## src/rtl/mips_ctrl_pkg.sv

```systemverilog
// Shared types and encodings for the multicycle MIPS control FSM.
// State enum, opcode constants, mux-select encodings, control bundle.
// Optional: CTRL_BNE_EN makes opcode 000101 (bne) a legal branch.
`timescale 1ns/1ps
package mips_ctrl_pkg;

   localparam int OPW_D = 6;
   localparam int SW_D  = 4;

   typedef enum logic [SW_D-1:0] {
      S_IDLE   = 4'd0,
      S_FETCH  = 4'd1,
      S_DECODE = 4'd2,
      S_MEMADR = 4'd3,
      S_MEMRD  = 4'd4,
      S_MEMWB  = 4'd5,
      S_MEMWR  = 4'd6,
      S_EXEC   = 4'd7,
      S_ALUWB  = 4'd8,
      S_BRANCH = 4'd9,
      S_ADDIEX = 4'd10,
      S_ADDIWB = 4'd11,
      S_JUMP   = 4'd12
   } state_e;

   localparam logic [OPW_D-1:0] OP_LW   = 6'b100011;
   localparam logic [OPW_D-1:0] OP_SW   = 6'b101011;
   localparam logic [OPW_D-1:0] OP_RTYP = 6'b000000;
   localparam logic [OPW_D-1:0] OP_BEQ  = 6'b000100;
   localparam logic [OPW_D-1:0] OP_BNE  = 6'b000101;
   localparam logic [OPW_D-1:0] OP_ADDI = 6'b001000;
   localparam logic [OPW_D-1:0] OP_J    = 6'b000010;

   localparam logic [1:0] SRCB_REG   = 2'b00;
   localparam logic [1:0] SRCB_FOUR  = 2'b01;
   localparam logic [1:0] SRCB_IMM   = 2'b10;
   localparam logic [1:0] SRCB_IMMSH = 2'b11;

   localparam logic [1:0] ALUOP_ADD   = 2'b00;
   localparam logic [1:0] ALUOP_SUB   = 2'b01;
   localparam logic [1:0] ALUOP_FUNCT = 2'b10;

   localparam logic [1:0] PCSRC_ALU    = 2'b00;
   localparam logic [1:0] PCSRC_ALUOUT = 2'b01;
   localparam logic [1:0] PCSRC_JUMP   = 2'b10;

   typedef struct packed {
      logic       pc_en;
      logic       iord;
      logic       mem_write;
      logic       ir_write;
      logic       reg_dst;
      logic       mem_to_reg;
      logic       reg_write;
      logic       alu_src_a;
      logic [1:0] alu_src_b;
      logic [1:0] alu_op;
      logic [1:0] pc_src;
      logic       illegal_op;
   } ctrl_t;

   function automatic logic op_legal(input logic [OPW_D-1:0] op);
      logic ok;
      ok = (op == OP_LW) || (op == OP_SW) ||
           (op == OP_RTYP) || (op == OP_BEQ) ||
           (op == OP_ADDI) || (op == OP_J);
`ifdef CTRL_BNE_EN
      ok = ok || (op == OP_BNE);
`endif
      return ok;
   endfunction

endpackage

```

## src/rtl/multicycle_ctrl_decode.sv

```systemverilog
// Combinational state-to-control decoder for the multicycle MIPS FSM.
// In: state_i, opcode_i, mem_ready_i, zero_i. Out: ctrl_o bundle. Macro CTRL_BNE_EN.
`timescale 1ns/1ps
module multicycle_ctrl_decode
   import mips_ctrl_pkg::*;
(
   input  state_e           state_i,
   input  logic [OPW_D-1:0] opcode_i,
   input  logic             mem_ready_i,
   input  logic             zero_i,
   output ctrl_t            ctrl_o
);

   always_comb begin
      ctrl_o = '0;
      unique case (state_i)
         S_IDLE: ;
         S_FETCH: begin
            ctrl_o.alu_src_b = SRCB_FOUR;
            ctrl_o.ir_write  = mem_ready_i;
            ctrl_o.pc_en     = mem_ready_i;
         end
         S_DECODE: begin
            ctrl_o.alu_src_b  = SRCB_IMMSH;
            ctrl_o.illegal_op = !op_legal(opcode_i);
         end
         S_MEMADR, S_ADDIEX: begin
            ctrl_o.alu_src_a = 1'b1;
            ctrl_o.alu_src_b = SRCB_IMM;
         end
         S_MEMRD: ctrl_o.iord = 1'b1;
         S_MEMWB: begin
            ctrl_o.mem_to_reg = 1'b1;
            ctrl_o.reg_write  = 1'b1;
         end
         S_MEMWR: begin
            ctrl_o.iord      = 1'b1;
            ctrl_o.mem_write = 1'b1;
         end
         S_EXEC: begin
            ctrl_o.alu_src_a = 1'b1;
            ctrl_o.alu_op    = ALUOP_FUNCT;
         end
         S_ALUWB: begin
            ctrl_o.reg_dst   = 1'b1;
            ctrl_o.reg_write = 1'b1;
         end
         S_BRANCH: begin
            ctrl_o.alu_src_a = 1'b1;
            ctrl_o.alu_op    = ALUOP_SUB;
            ctrl_o.pc_src    = PCSRC_ALUOUT;
`ifdef CTRL_BNE_EN
            // bne takes the branch when the compare is not equal
            ctrl_o.pc_en = zero_i ^ (opcode_i == OP_BNE);
`else
            ctrl_o.pc_en = zero_i;
`endif
         end
         S_ADDIWB: ctrl_o.reg_write = 1'b1;
         S_JUMP: begin
            ctrl_o.pc_src = PCSRC_JUMP;
            ctrl_o.pc_en  = 1'b1;
         end
         default: ;
      endcase
   end

endmodule

```

## src/rtl/multicycle_control_fsm.sv

```systemverilog
// Moore control FSM for the multicycle MIPS datapath: state register + next state.
// Ports: clk, reset (async low), Opcode/Zero/MemReady in; selects, enables, State out. Macro CTRL_BNE_EN.
`timescale 1ns/1ps
module multicycle_control_fsm
   import mips_ctrl_pkg::*;
#(
   parameter int OPW = OPW_D,
   parameter int SW  = SW_D
) (
   input  logic           clk,
   input  logic           reset,
   input  logic [OPW-1:0] Opcode,
   input  logic           Zero,
   input  logic           MemReady,
   output logic           PCEn,
   output logic           IorD,
   output logic           MemWrite,
   output logic           IRWrite,
   output logic           RegDst,
   output logic           MemtoReg,
   output logic           RegWrite,
   output logic           ALUSrcA,
   output logic [1:0]     ALUSrcB,
   output logic [1:0]     ALUOp,
   output logic [1:0]     PCSrc,
   output logic           IllegalOp,
   output logic [SW-1:0]  State
);

   state_e state_q;
   state_e state_d;
   ctrl_t  ctrl;

   always_ff @(posedge clk or negedge reset) begin
      if (!reset) state_q <= S_IDLE;
      else        state_q <= state_d;
   end

   always_comb begin
      state_d = S_FETCH;
      unique case (state_q)
         S_IDLE:  state_d = S_FETCH;
         S_FETCH: state_d = MemReady ? S_DECODE : S_FETCH;
         S_DECODE: begin
            unique case (Opcode)
               OP_LW, OP_SW: state_d = S_MEMADR;
               OP_RTYP:      state_d = S_EXEC;
               OP_BEQ:       state_d = S_BRANCH;
`ifdef CTRL_BNE_EN
               OP_BNE:       state_d = S_BRANCH;
`endif
               OP_ADDI:      state_d = S_ADDIEX;
               OP_J:         state_d = S_JUMP;
               default:      state_d = S_FETCH;
            endcase
         end
         // Opcode is held stable, so anything not lw here is sw
         S_MEMADR: state_d = (Opcode == OP_LW) ? S_MEMRD : S_MEMWR;
         S_MEMRD:  state_d = MemReady ? S_MEMWB : S_MEMRD;
         S_MEMWB:  state_d = S_FETCH;
         S_MEMWR:  state_d = MemReady ? S_FETCH : S_MEMWR;
         S_EXEC:   state_d = S_ALUWB;
         S_ALUWB:  state_d = S_FETCH;
         S_BRANCH: state_d = S_FETCH;
         S_ADDIEX: state_d = S_ADDIWB;
         S_ADDIWB: state_d = S_FETCH;
         S_JUMP:   state_d = S_FETCH;
         default:  state_d = S_FETCH;
      endcase
   end

   multicycle_ctrl_decode u_dec (
      .state_i     (state_q),
      .opcode_i    (Opcode),
      .mem_ready_i (MemReady),
      .zero_i      (Zero),
      .ctrl_o      (ctrl)
   );

   assign PCEn      = ctrl.pc_en;
   assign IorD      = ctrl.iord;
   assign MemWrite  = ctrl.mem_write;
   assign IRWrite   = ctrl.ir_write;
   assign RegDst    = ctrl.reg_dst;
   assign MemtoReg  = ctrl.mem_to_reg;
   assign RegWrite  = ctrl.reg_write;
   assign ALUSrcA   = ctrl.alu_src_a;
   assign ALUSrcB   = ctrl.alu_src_b;
   assign ALUOp     = ctrl.alu_op;
   assign PCSrc     = ctrl.pc_src;
   assign IllegalOp = ctrl.illegal_op;
   assign State     = SW'(state_q);

endmodule

```

## config.mk

```make
export PLATFORM = sky130hd
export DESIGN_NAME = multicycle_control_fsm
export DESIGN_NICKNAME = d
export VERILOG_FILES = /design/src/rtl/mips_ctrl_pkg.sv /design/src/rtl/multicycle_ctrl_decode.sv /design/src/rtl/multicycle_control_fsm.sv
export SDC_FILE = /design/constraint.sdc
export NUM_CORES = 1
export LEC_CHECK = 0
export ABC_AREA = 1
export BUFFER_PORTS_ARGS = -buffer_cell sky130_fd_sc_hd__buf_2
export CORE_AREA = 8 8 45 47
export DETAILED_ROUTE_END_ITERATION = 16
export DIE_AREA = 0 0 53 55
export GPL_TIMING_DRIVEN = 0
export PLACE_DENSITY = 0.73
export REMOVE_ABC_BUFFERS = 1
export SYNTH_ARGS = -nofsm -noshare
export SYNTH_HDL_FRONTEND = slang
export SYNTH_SLANG_ARGS = --single-unit
```

## constraint.sdc

```tcl
create_clock -name clk -period 1.34 [get_ports clk]
set_clock_uncertainty 0.15 [all_clocks]
set_input_delay 0.067 -clock clk [delete_from_list [all_inputs] [get_ports clk]]
set_output_delay 0.067 -clock clk [all_outputs]
set_load 0.01 [all_outputs]
```

==> summary.md, run 1 <==
| Metric | Value |
|---|---|
| Pwr dens | `2000 mW/mm^2` |
| Status | `finished with violations` |
| Setup crit start | `State[0]` |
| Syn_area_per_cell | `around 5.1 sq um` |
| Dpl hpwl | `about 1300 um` |
| Nets | `157` |
| FP Rows | `14` |
| # port buffers | `28` |
| Placer Congestion | `around 0.85` |
| Worst-path clk slew | `roughly 0.040 ns` |
| Total Power | `between 2 and 2.5 mW` |
| Clk_lat worst skew | `around 0.25 ns` |
| 1st-pass router iterations | `4` |
| Cell taking the most area after synthesis | `dfrtp_1` |
| Type of origin of the critical path | `register` |
| Setup Crit Path Kind | `register to primary output` |
| MaxCap Viol Count | `0` |
| RSZ-0062 raised after global routing | `true` |
| Worst Setup Slack, final | `-0.305 ns` |
| Final min period | `between 1.5 and 2 ns` |
| Flop and latch count out of synthesis | `4` |
| Top cells by area, synth | `dfrtp_1 21%, nand3_1 19%, nand2_1 17%` |
| Vias in the first global route | `793` |
| Detailed Route WL | `2430 um` |
| # IOs | `29` |
| Placed Instances | `around 140` |
| Final hold violations | `0` |
| CTS tree | `built` |
| Seq/Total Area, Yosys | `0.207` |
| Initial Utilization | `0.349` |
| CTS sink count | `4` |
| Clock power share | `0.079` |
| Worst r2r src | `State[2]` |
| Place WS | `-0.0992 ns` |
| Switching power total | `about 1.1 mW` |
| Period utilisation layout | `1.23` |
| Post-layout util | `0.732` |
| Synth top area share | `0.207` |
| Arr. time, crit path | `1.43 ns` |
| Worst Path Required | `between 1 and 1.5 ns` |
| Drt wl/cell | `approximately 15 um` |
| Hold Path Class | `primary input to asynchronous set/reset pin` |
| Pint | `roughly 1 mW` |
| Comb power frac | `0.793` |
| Failing checks | `negative setup slack` |
| Clock Path Buffers | `2` |
| First-pass GRT wire length | `3250 um` |
| Number of diodes | `0` |
| P&R area growth vs syn | `110%` |
| Die height | `~55 um` |
| CTS buffer count | `3` |
| Max-slew violations | `0` |
| Final cell count without fillers | `between 150 and 200` |
| Setup violations, final | `19` |
| Leakage | `a little over 0.6 nW` |
| Final Cell Area | `between 0.001 and 0.0015 sq mm` |
| Sequential cell area | `roughly 100 sq um` |
| Sw Ratio | `0.519` |
| Root buffer cell | `clkbuf_4` |
| Core Box Area | `roughly 0.0014 sq mm` |
| Initial DRC Count | `38` |
| Total congestion overflow | `0` |
| TNS Setup | `-3.42 ns` |
| CP Capture Type | `primary output` |
| Maximum VDD drop | `842 uV` |
| Overall routing resource usage | `0.151` |
| Share of cells above drive strength 1 | `0.572` |
| Full die area | `between 0.002 and 0.003 sq mm` |
| Largest net degree at the start of global routing | `7` |
| Post-DRT Antenna Nets | `0` |
| Vias per inst | `5.19` |
| Max FFs per register | `4` |
| Vias | `about 840` |
| Sequential power share | `0.128` |
| Post-Syn Instances | `95` |
| Area of the multi-input gates | `between 400 and 500 sq um` |
| Worst hold margin | `~0.026 ns` |
| Syn. warnings | `0` |
| Initial antenna violation count | `0` |
| Critical path fanouts, max | `4` |
| Die X | `approximately 53 um` |
| Htree depth | `1` |
| Cell Area, Placed | `643 sq um` |
| Peak Freq | `0.608 GHz` |
| Layout fillers | `92` |
| Rel. slew slack | `0.837` |
| DRC | `0` |
| Mapped Area | `approximately 480 sq um` |
| Distinct cells, synth | `11` |
| Slew at the pin with the worst max-slew slack | `0.241 ns` |
timing repair:
| action | 4_1_cts | 5_1_grt |
|---|---|---|
| hold buffers | 1 | 0 |
| resized for setup | 30 | 21 |
| setup endpoints to repair | 15 | 18 |
| buffers inserted | 11 | 7 |
| pin swaps | 9 | 8 |
| endpoints found under the hold margin | 4 | 0 |
cells in the mapped netlist, drive strengths merged:
master	count
a21oi	1
dfrtp	4
inv	20
nand2	23
nand3	18
nor2	26
o21ai	2
o22ai	1
critical path, stage by stage, from the launching register on:
cell	delay, ns
dfrtp_1	0.42
inv_2	0.15
nand2_4	0.09
buf_4	0.14
o22ai_1	0.20
buf_2	0.18
worst paths after layout:
| check | end | slack, ns | depth (start not counted) |
|---|---|---|---|
| worst max register to register | State[0] | -0.20 | 8 |
| worst min register to register | State[2] | 0.62 | 3 |
| min in group clk | State[0] | 0.08 | 4 |
| worst max-delay path | ALUSrcB[1] | -0.30 | 5 |
| max in group asynchronous | State[2] | 0.88 | 2 |
| worst min-delay path | State[0] | 0.03 | 2 |
power groups by stage:
stage	Sequential (mW)	Clock [mW]	Combinational, mW
6_report	0.259	0.160	1.61
4_1_cts	0.246	0.155	1.15
2_1_floorplan	0.241	0	0.490
5_1_grt	0.264	0.165	1.69
3_5_place_dp	0.228	0	0.780
3_3_place_gp	0.228	0	0.776
layout by cell type (no fill, tap or decap):
cell           instances
inv_1                 11
buf_12                 1
nor2_2                 4
dfrtp_2                3
clkbuf_4               3
inv_2                  7
nand2_8                1
o21ai_0                1
nor2_4                 9
inv_4                  2
nor2_1                13
o21ai_1                1
nand2_1               18
dfrtp_1                1
nand3_1               14
buf_4                 14
buf_6                  8
dlygate4sd3_1          1
nand3_4                1
o22ai_1                1
buf_2                 23
nand3_2                3
a21oi_1                1
nand2_4                4
routing by layer:
layer | track usage | share of wire
met1 | 0.139 | 0.36
met5 | 0 | 0
met4 | 0.138 | 0.032
met3 | 0.0508 | 0.10
met2 | 0.262 | 0.50
final cells by class:
cell class | count | area share
well taps | 16 | 0.0198
flip-flops and latches | 4 | 0.102
clock buffers | 3 | 0.0222
inverters | 20 | 0.0790
repair buffers | 47 | 0.336
multi-input cells | 71 | 0.441
cells by family after synthesis:
family | synth area share
AND/OR/NAND/NOR | 0.593
buffers and inverters | 0.155
flip-flops | 0.207
AO/OA/AOI/OAI | 0.0440
Power figures use the tool's default switching activity.
==> run 2, diff against run 1 <==
--- a/config.mk
+++ b/config.mk
@@ -13,6 +13,8 @@
 export GPL_TIMING_DRIVEN = 0
 export PLACE_DENSITY = 0.73
 export REMOVE_ABC_BUFFERS = 1
+export SLEW_MARGIN = 40
 export SYNTH_ARGS = -nofsm -noshare
 export SYNTH_HDL_FRONTEND = slang
 export SYNTH_SLANG_ARGS = --single-unit
+export TNS_END_PERCENT = 20
==> summary.md, run 2 (synthesis results as in run 1) <==
| Metric | Value |
|---|---|
| Leakage | `~0.55 nW` |
| Cell Area, Placed | `643 sq um` |
| Switching power total | `0.832 mW` |
| Slew at the pin with the worst max-slew slack | `around 0.24 ns` |
| Final hold violations | `0` |
| Pwr dens | `about 1800 mW/mm^2` |
| Max FFs per register | `4` |
| # port buffers | `28` |
| Worst-path cell chain | `nor2_4, inv_4, nor2_4, nand3_2, nor2_1, buf_2` |
| Setup violations, final | `16` |
| Post-DRT Antenna Nets | `0` |
| P&R area growth vs syn | `80.1%` |
| Initial DRC Count | `22` |
| Clock Path Buffers | `2` |
| TNS Setup | `-2.35 ns` |
| Place WS | `-0.0992 ns` |
| Overall routing resource usage | `0.139` |
| Htree depth | `1` |
| Vias in the first global route | `approximately 730` |
| Worst path max stage delay | `0.45 ns` |
| Placer Congestion | `0.845` |
| Family with the most delay on the worst path | `simple AND/OR/NAND/NOR gates` |
| Commonest non-fill, non-tap cell in the layout | `buf_2` |
| Sw Ratio | `0.527` |
| FP Rows | `14` |
| Clock power share | `0.101` |
| Worst-path clk slew | `around 0.040 ns` |
| Maximum VDD drop | `approximately 900 uV` |
| Final Cell Area | `just under 900 sq um` |
| Worst Setup Slack, final | `-0.229 ns` |
| DRC | `0` |
| Worst Path Required | `1.12 ns` |
| Comb power frac | `0.736` |
| CTS buffer count | `3` |
| Post-layout util | `0.628` |
| Met3 WL | `between 200 and 300 um` |
| Pint | `between 0.7 and 0.8 mW` |
| Post-Route M1 WL | `656 um` |
| RSZ-0062 raised after global routing | `true` |
| Nets | `150` |
| Setup Crit Path Kind | `register to primary output` |
| Critical Path Most Common Cell | `nor2_4` |
| Final cell count without fillers | `154` |
| Worst hold margin | `between 0.02 and 0.025 ns` |
| Worst path bufs/invs | `2` |
| Rel. slew slack | `0.840` |
| Detailed Route WL | `1940 um` |
| Initial Utilization | `0.349` |
| CTS sink count | `4` |
| Period utilisation layout | `1.17` |
| Die X | `53 um` |
| Drt wl/cell | `between 10 and 15 um` |
| Largest net degree at the start of global routing | `7` |
| Die height | `approximately 55 um` |
| Layout fillers | `129` |
| Peak Freq | `0.637 GHz` |
| Vias per inst | `roughly 5.0` |
| Failing checks | `negative setup slack` |
| Hold Path Class | `primary input to asynchronous set/reset pin` |
| Dpl hpwl | `approximately 1300 um` |
| # IOs | `29` |
| Wire length on met2 | `approximately 970 um` |
| Full die area | `~0.0029 sq mm` |
| Total congestion overflow | `0` |
| First-pass GRT wire length | `2990 um` |
| Vias | `between 700 and 800` |
| Placed Instances | `139` |
| Most frequent cells in the layout | `27 x buf_2, 19 x nand2_1, 16 x nor2_1` |
| Max layer used | `met4` |
| Status | `finished with violations` |
| Max-slew violations | `0` |
| Initial antenna violation count | `0` |
| Slowest cell on the critical path | `dfrtp_2` |
| Share of cells above drive strength 1 | `0.507` |
| Number of diodes | `0` |
| Sequential power share | `0.164` |
| Critical path fanouts, max | `6` |
| Total Power | `between 1.5 and 2 mW` |
| CP Capture Type | `primary output` |
| R2R Setup Slk | `-0.11 ns` |
| 1st-pass router iterations | `6` |
| Core Box Area | `approximately 0.0014 sq mm` |
| Final min period | `around 1.6 ns` |
| MaxCap Viol Count | `0` |
| CTS tree | `built` |
| Type of origin of the critical path | `register` |
| Arr. time, crit path | `~1.4 ns` |
| Clk_lat worst skew | `between 0.2 and 0.25 ns` |
| Root buffer cell | `clkbuf_4` |
run 2: cell types whose count changed in the layout (fill, tap and decap cells not counted), moves of 3 or more:
cell,delta
buf_2,+4
buf_4,-4
buf_6,-7
nand2_4,-3
nor2_1,+3
nor2_4,-3
run 2: worst reg2reg max path: stages, from the launching register on:
cell,delay (ns)
dfrtp_2,0.44
buf_12,0.15
inv_2,0.04
nand2_1,0.08
nor2_2,0.14
nor2_2,0.06
buf_4,0.14
nand2_1,0.06
nand3_1,0.07
run 2: routing by layer:
| metal | up-vias | track usage |
|---|---|---|
| li1 | 381 | - |
| met1 | 331 | 0.119 |
| met2 | 52 | 0.254 |
| met3 | 8 | 0.0508 |
| met4 | 0 | 0.116 |
| met5 | - | 0 |
run 2: power by group through the flow:
| stage | Sequential [mW] | Combinational [mW] | Clock, mW |
|---|---|---|---|
| floorplan | 0.241 | 0.490 | 0 |
| global placement | 0.228 | 0.776 | 0 |
| detailed placement | 0.228 | 0.780 | 0 |
| CTS | 0.246 | 1.03 | 0.155 |
| global route | 0.267 | 1.27 | 0.176 |
| finish | 0.259 | 1.16 | 0.159 |
run 2: timing repair:
action                                  CTS  global route
resized for setup                        23             6
pin swaps                                 8             6
setup buffers                             7             4
hold buffers                              1             0
endpoints found under the hold margin     4             0
gates cloned                              0             0
endpoints found under the setup margin   15            18
run 2: worst paths after layout:
kind / startpoint / end / cells after the start
worst max register to register: State[3] / State[0] / 8
min in group clk: MemReady / State[0] / 4
worst min register to register: State[0] / State[2] / 3
worst max-delay path: State[2] / IllegalOp / 6
max in group asynchronous: reset / State[3] / 2
worst min-delay path: reset / State[1] / 2
run 2: area by class of cell:
cell class	count	area [sq um]	area share
multi-input combinational	71	394	0.453
inverter	20	77.6	0.0892
clock buffer	3	22.5	0.0259
timing repair buffer	40	251	0.289
tap	16	20.0	0.0230
sequential	4	104	0.119
==> run 3, diff against run 2 <==
--- a/config.mk
+++ b/config.mk
@@ -5,13 +5,12 @@
 export SDC_FILE = /design/constraint.sdc
 export NUM_CORES = 1
 export LEC_CHECK = 0
-export ABC_AREA = 1
 export BUFFER_PORTS_ARGS = -buffer_cell sky130_fd_sc_hd__buf_2
-export CORE_AREA = 8 8 45 47
+export CORE_MARGIN = 8
+export CORE_UTILIZATION = 44
 export DETAILED_ROUTE_END_ITERATION = 16
-export DIE_AREA = 0 0 53 55
 export GPL_TIMING_DRIVEN = 0
-export PLACE_DENSITY = 0.73
+export PLACE_DENSITY = 0.82
 export REMOVE_ABC_BUFFERS = 1
 export SLEW_MARGIN = 40
 export SYNTH_ARGS = -nofsm -noshare
==> summary.md, run 3 <==
| Metric | Value |
|---|---|
| Status | `finished with violations` |
| Failing checks | `negative setup slack` |
| Setup Crit Path Kind | `register to primary output` |
| Share of cells above drive strength 1 | `0.630` |
| Mapped Area | `between 500 and 600 sq um` |
| Placer Congestion | `a little under 0.8` |
| Peak Freq | `between 0.5 and 0.6 GHz` |
| Max FFs per register | `4` |
| Initial antenna violation count | `0` |
| Layout fillers | `around 70` |
| First-pass GRT wire length | `about 3700 um` |
| Clock power share | `0.075` |
| Die height | `52.1 um` |
| Setup violations, final | `19` |
| Vias in the first global route | `approximately 760` |
| Post-Synth Simple-Gate Area | `0.429` |
| MaxCap Viol Count | `0` |
| Family with the most delay on the worst path | `flip-flops` |
| Synth Area in Adders | `0` |
| Full die area | `0.00271 sq mm` |
| Die X | `around 52 um` |
| Sequential power share | `0.138` |
| DRC | `0` |
| Post-DRT Antenna Nets | `0` |
| Worst Path Required | `approximately 1.1 ns` |
| Maximum VDD drop | `~1300 uV` |
| Comb power frac | `0.787` |
| Synth top area share | `0.175` |
| RSZ-0062 raised after global routing | `true` |
| Post-layout util | `0.839` |
| Slowest cell on the critical path | `dfrtp_2` |
| Most frequent cells in the layout | `28 x buf_2, 13 x buf_6, 6 x buf_4` |
| 1st-pass router iterations | `4` |
| Xor and xnor area share after synthesis | `0.0306` |
| Number of diodes | `0` |
| Drt wl/cell | `~20 um` |
| Synth Area in Compound Gates | `0.241` |
| Clk_lat worst skew | `about 0.25 ns` |
| Worst-path clk slew | `roughly 0.040 ns` |
| Worst path bufs/invs | `2` |
| Rel. slew slack | `0.734` |
| Initial DRC Count | `24` |
| Core Box Area | `~0.0013 sq mm` |
| Seq/Total Area, Yosys | `0.175` |
| Worst-path cell chain | `buf_6, nor2_4, nand2_2, a221oi_2, buf_2` |
| Htree depth | `1` |
| Worst Setup Slack, final | `-0.328 ns` |
| # IOs | `29` |
| Root buffer cell | `clkbuf_4` |
| Leakage | `roughly 0.50 nW` |
| Vias per inst | `approximately 6.3` |
| Commonest non-fill, non-tap cell in the layout | `buf_2` |
| Post-Syn Instances | `just over 70` |
| Most frequent cell after synthesis | `nor2_1` |
| Type of origin of the critical path | `register` |
| FP Rows | `13` |
| Fraction of synthesized area in multiplexers | `0.0525` |
| Nets | `131` |
| Switching power total | `1.01 mW` |
| Post-synth top cells | `7 x nor2_1, 5 x nand2_1, 5 x nand2b_1` |
| Hold Path Class | `primary input to register` |
| CP Capture Type | `primary output` |
| Critical path fanouts, max | `6` |
| Dpl hpwl | `between 1000 and 1500 um` |
| # port buffers | `28` |
| Clock Path Buffers | `2` |
| Top_reg_cell synth | `dfrtp_1` |
| Slew at the pin with the worst max-slew slack | `0.395 ns` |
| Vias | `about 850` |
| Initial Utilization | `0.457` |
| Overall routing resource usage | `0.182` |
| Final hold violations | `0` |
| CTS buffer count | `3` |
| Pint | `approximately 1.1 mW` |
| Detailed Route WL | `between 2000 and 3000 um` |
| CTS sink count | `4` |
| CTS tree | `built` |
| Period utilisation layout | `1.24` |
| Arr. time, crit path | `between 1 and 1.5 ns` |
| Total Power | `2.16 mW` |
| Sw Ratio | `0.468` |
| P&R area growth vs syn | `83.8%` |
| Final min period | `roughly 1.7 ns` |
| Flop and latch count out of synthesis | `4` |
| Largest family of logic cells by synthesized area | `simple AND/OR/NAND/NOR gates` |
| Cell taking the most area after synthesis | `dfrtp_1` |
| Synth async-reset ratio | `1.00` |
| Max-slew violations | `0` |
| Worst path max stage delay | `roughly 0.45 ns` |
| Pwr dens | `2060 mW/mm^2` |
| Largest net degree at the start of global routing | `11` |
| Distinct cells, synth | `39` |
| Post-synth EDFFs | `0` |
| Syn_area_per_cell | `between 8 and 9 sq um` |
| Total congestion overflow | `0` |
| Top cells by area, synth | `dfrtp_1 18%, nand2b_1 5.5%, mux2i_1 5.3%` |
| Syn. warnings | `0` |
[run 3: cell type report]
type                       count  area [sq um]  area share
clock buffer                   3          22.5      0.0214
inverter                       2          7.51     0.00714
multi-input combinational     60           536       0.510
sequential                     4           105       0.100
tap                           15          18.8      0.0179
timing repair buffer          50           362       0.344
[run 3: worst register-to-register path, delay by kind of cell (launching register included)]
kind | cells | cell delay, ns
buffers and inverters | 1 | 0.18
and+or+nand+nor | 1 | 0.25
AOI/OAI and AO/OA | 2 | 0.32
DFF | 1 | 0.45
[run 3: power by group through the flow]
stage / combinational, mW / clock (mW) / sequential [mW]
floorplan: 0.521 / 0 / 0.371
global placement: 0.791 / 0 / 0.398
detailed placement: 0.808 / 0 / 0.403
CTS: 1.45 / 0.167 / 0.273
global route: 1.80 / 0.186 / 0.310
finish: 1.70 / 0.162 / 0.297
[run 3: worst paths after layout]
kind	end	cells after the start	slack (ns)	startpoint
setup / recovery	IllegalOp	5	-0.33	State[2]
hold / removal	State[2]	4	0.08	MemReady
setup reg to reg	State[3]	4	-0.10	State[2]
hold reg to reg	State[3]	1	0.46	State[1]
max in group asynchronous	State[2]	3	0.24	reset
min in group asynchronous	State[1]	3	0.64	reset
[run 3: layer usage]
metal / wire [um] / part of all wire / up-vias / track usage
met5: 0 / 0 / - / 0
met4: 30 / 0.011 / 0 / 0.0664
met3: 240 / 0.088 / 7 / 0.0427
met2: 1340 / 0.49 / 56 / 0.324
met1: 1120 / 0.41 / 419 / 0.202
li1: - / - / 367 / -
[run 3: timing repair]
action | 4_1_cts | 5_1_grt
resized for setup | 26 | 15
endpoints found under the setup margin | 22 | 21
hold endpoints to repair | 4 | 0
setup buffers | 17 | 2
pin swaps | 5 | 5
hold buffers | 3 | 0
[run 3: metrics by stage]
stage	worst slack, ns	cells	TNS [ns]	area [sq um]	hold slack (ns)
after global placement	-0.306	109	-1.64	697	-0.279
after detailed placement	-0.315	109	-1.92	697	-0.277
after global routing	-0.377	134	-3.76	1050	0.0924
final	-0.328	134	-2.65	1050	0.0838
after CTS	-0.219	132	-2.15	962	0.0399
after floorplan	-0.201	66	-0.728	538	-0.379
[run 3: kinds of logic (layout without fill, tap and decap cells)]
kind of cell / Yosys count / in the layout
buffers and inverters: 7 / 55
AO/OA/AOI/OAI: 18 / 18
XOR/XNOR: 2 / 2
AND/OR/NAND/NOR: 37 / 37
multiplexers: 3 / 3
flip-flops: 4 / 4
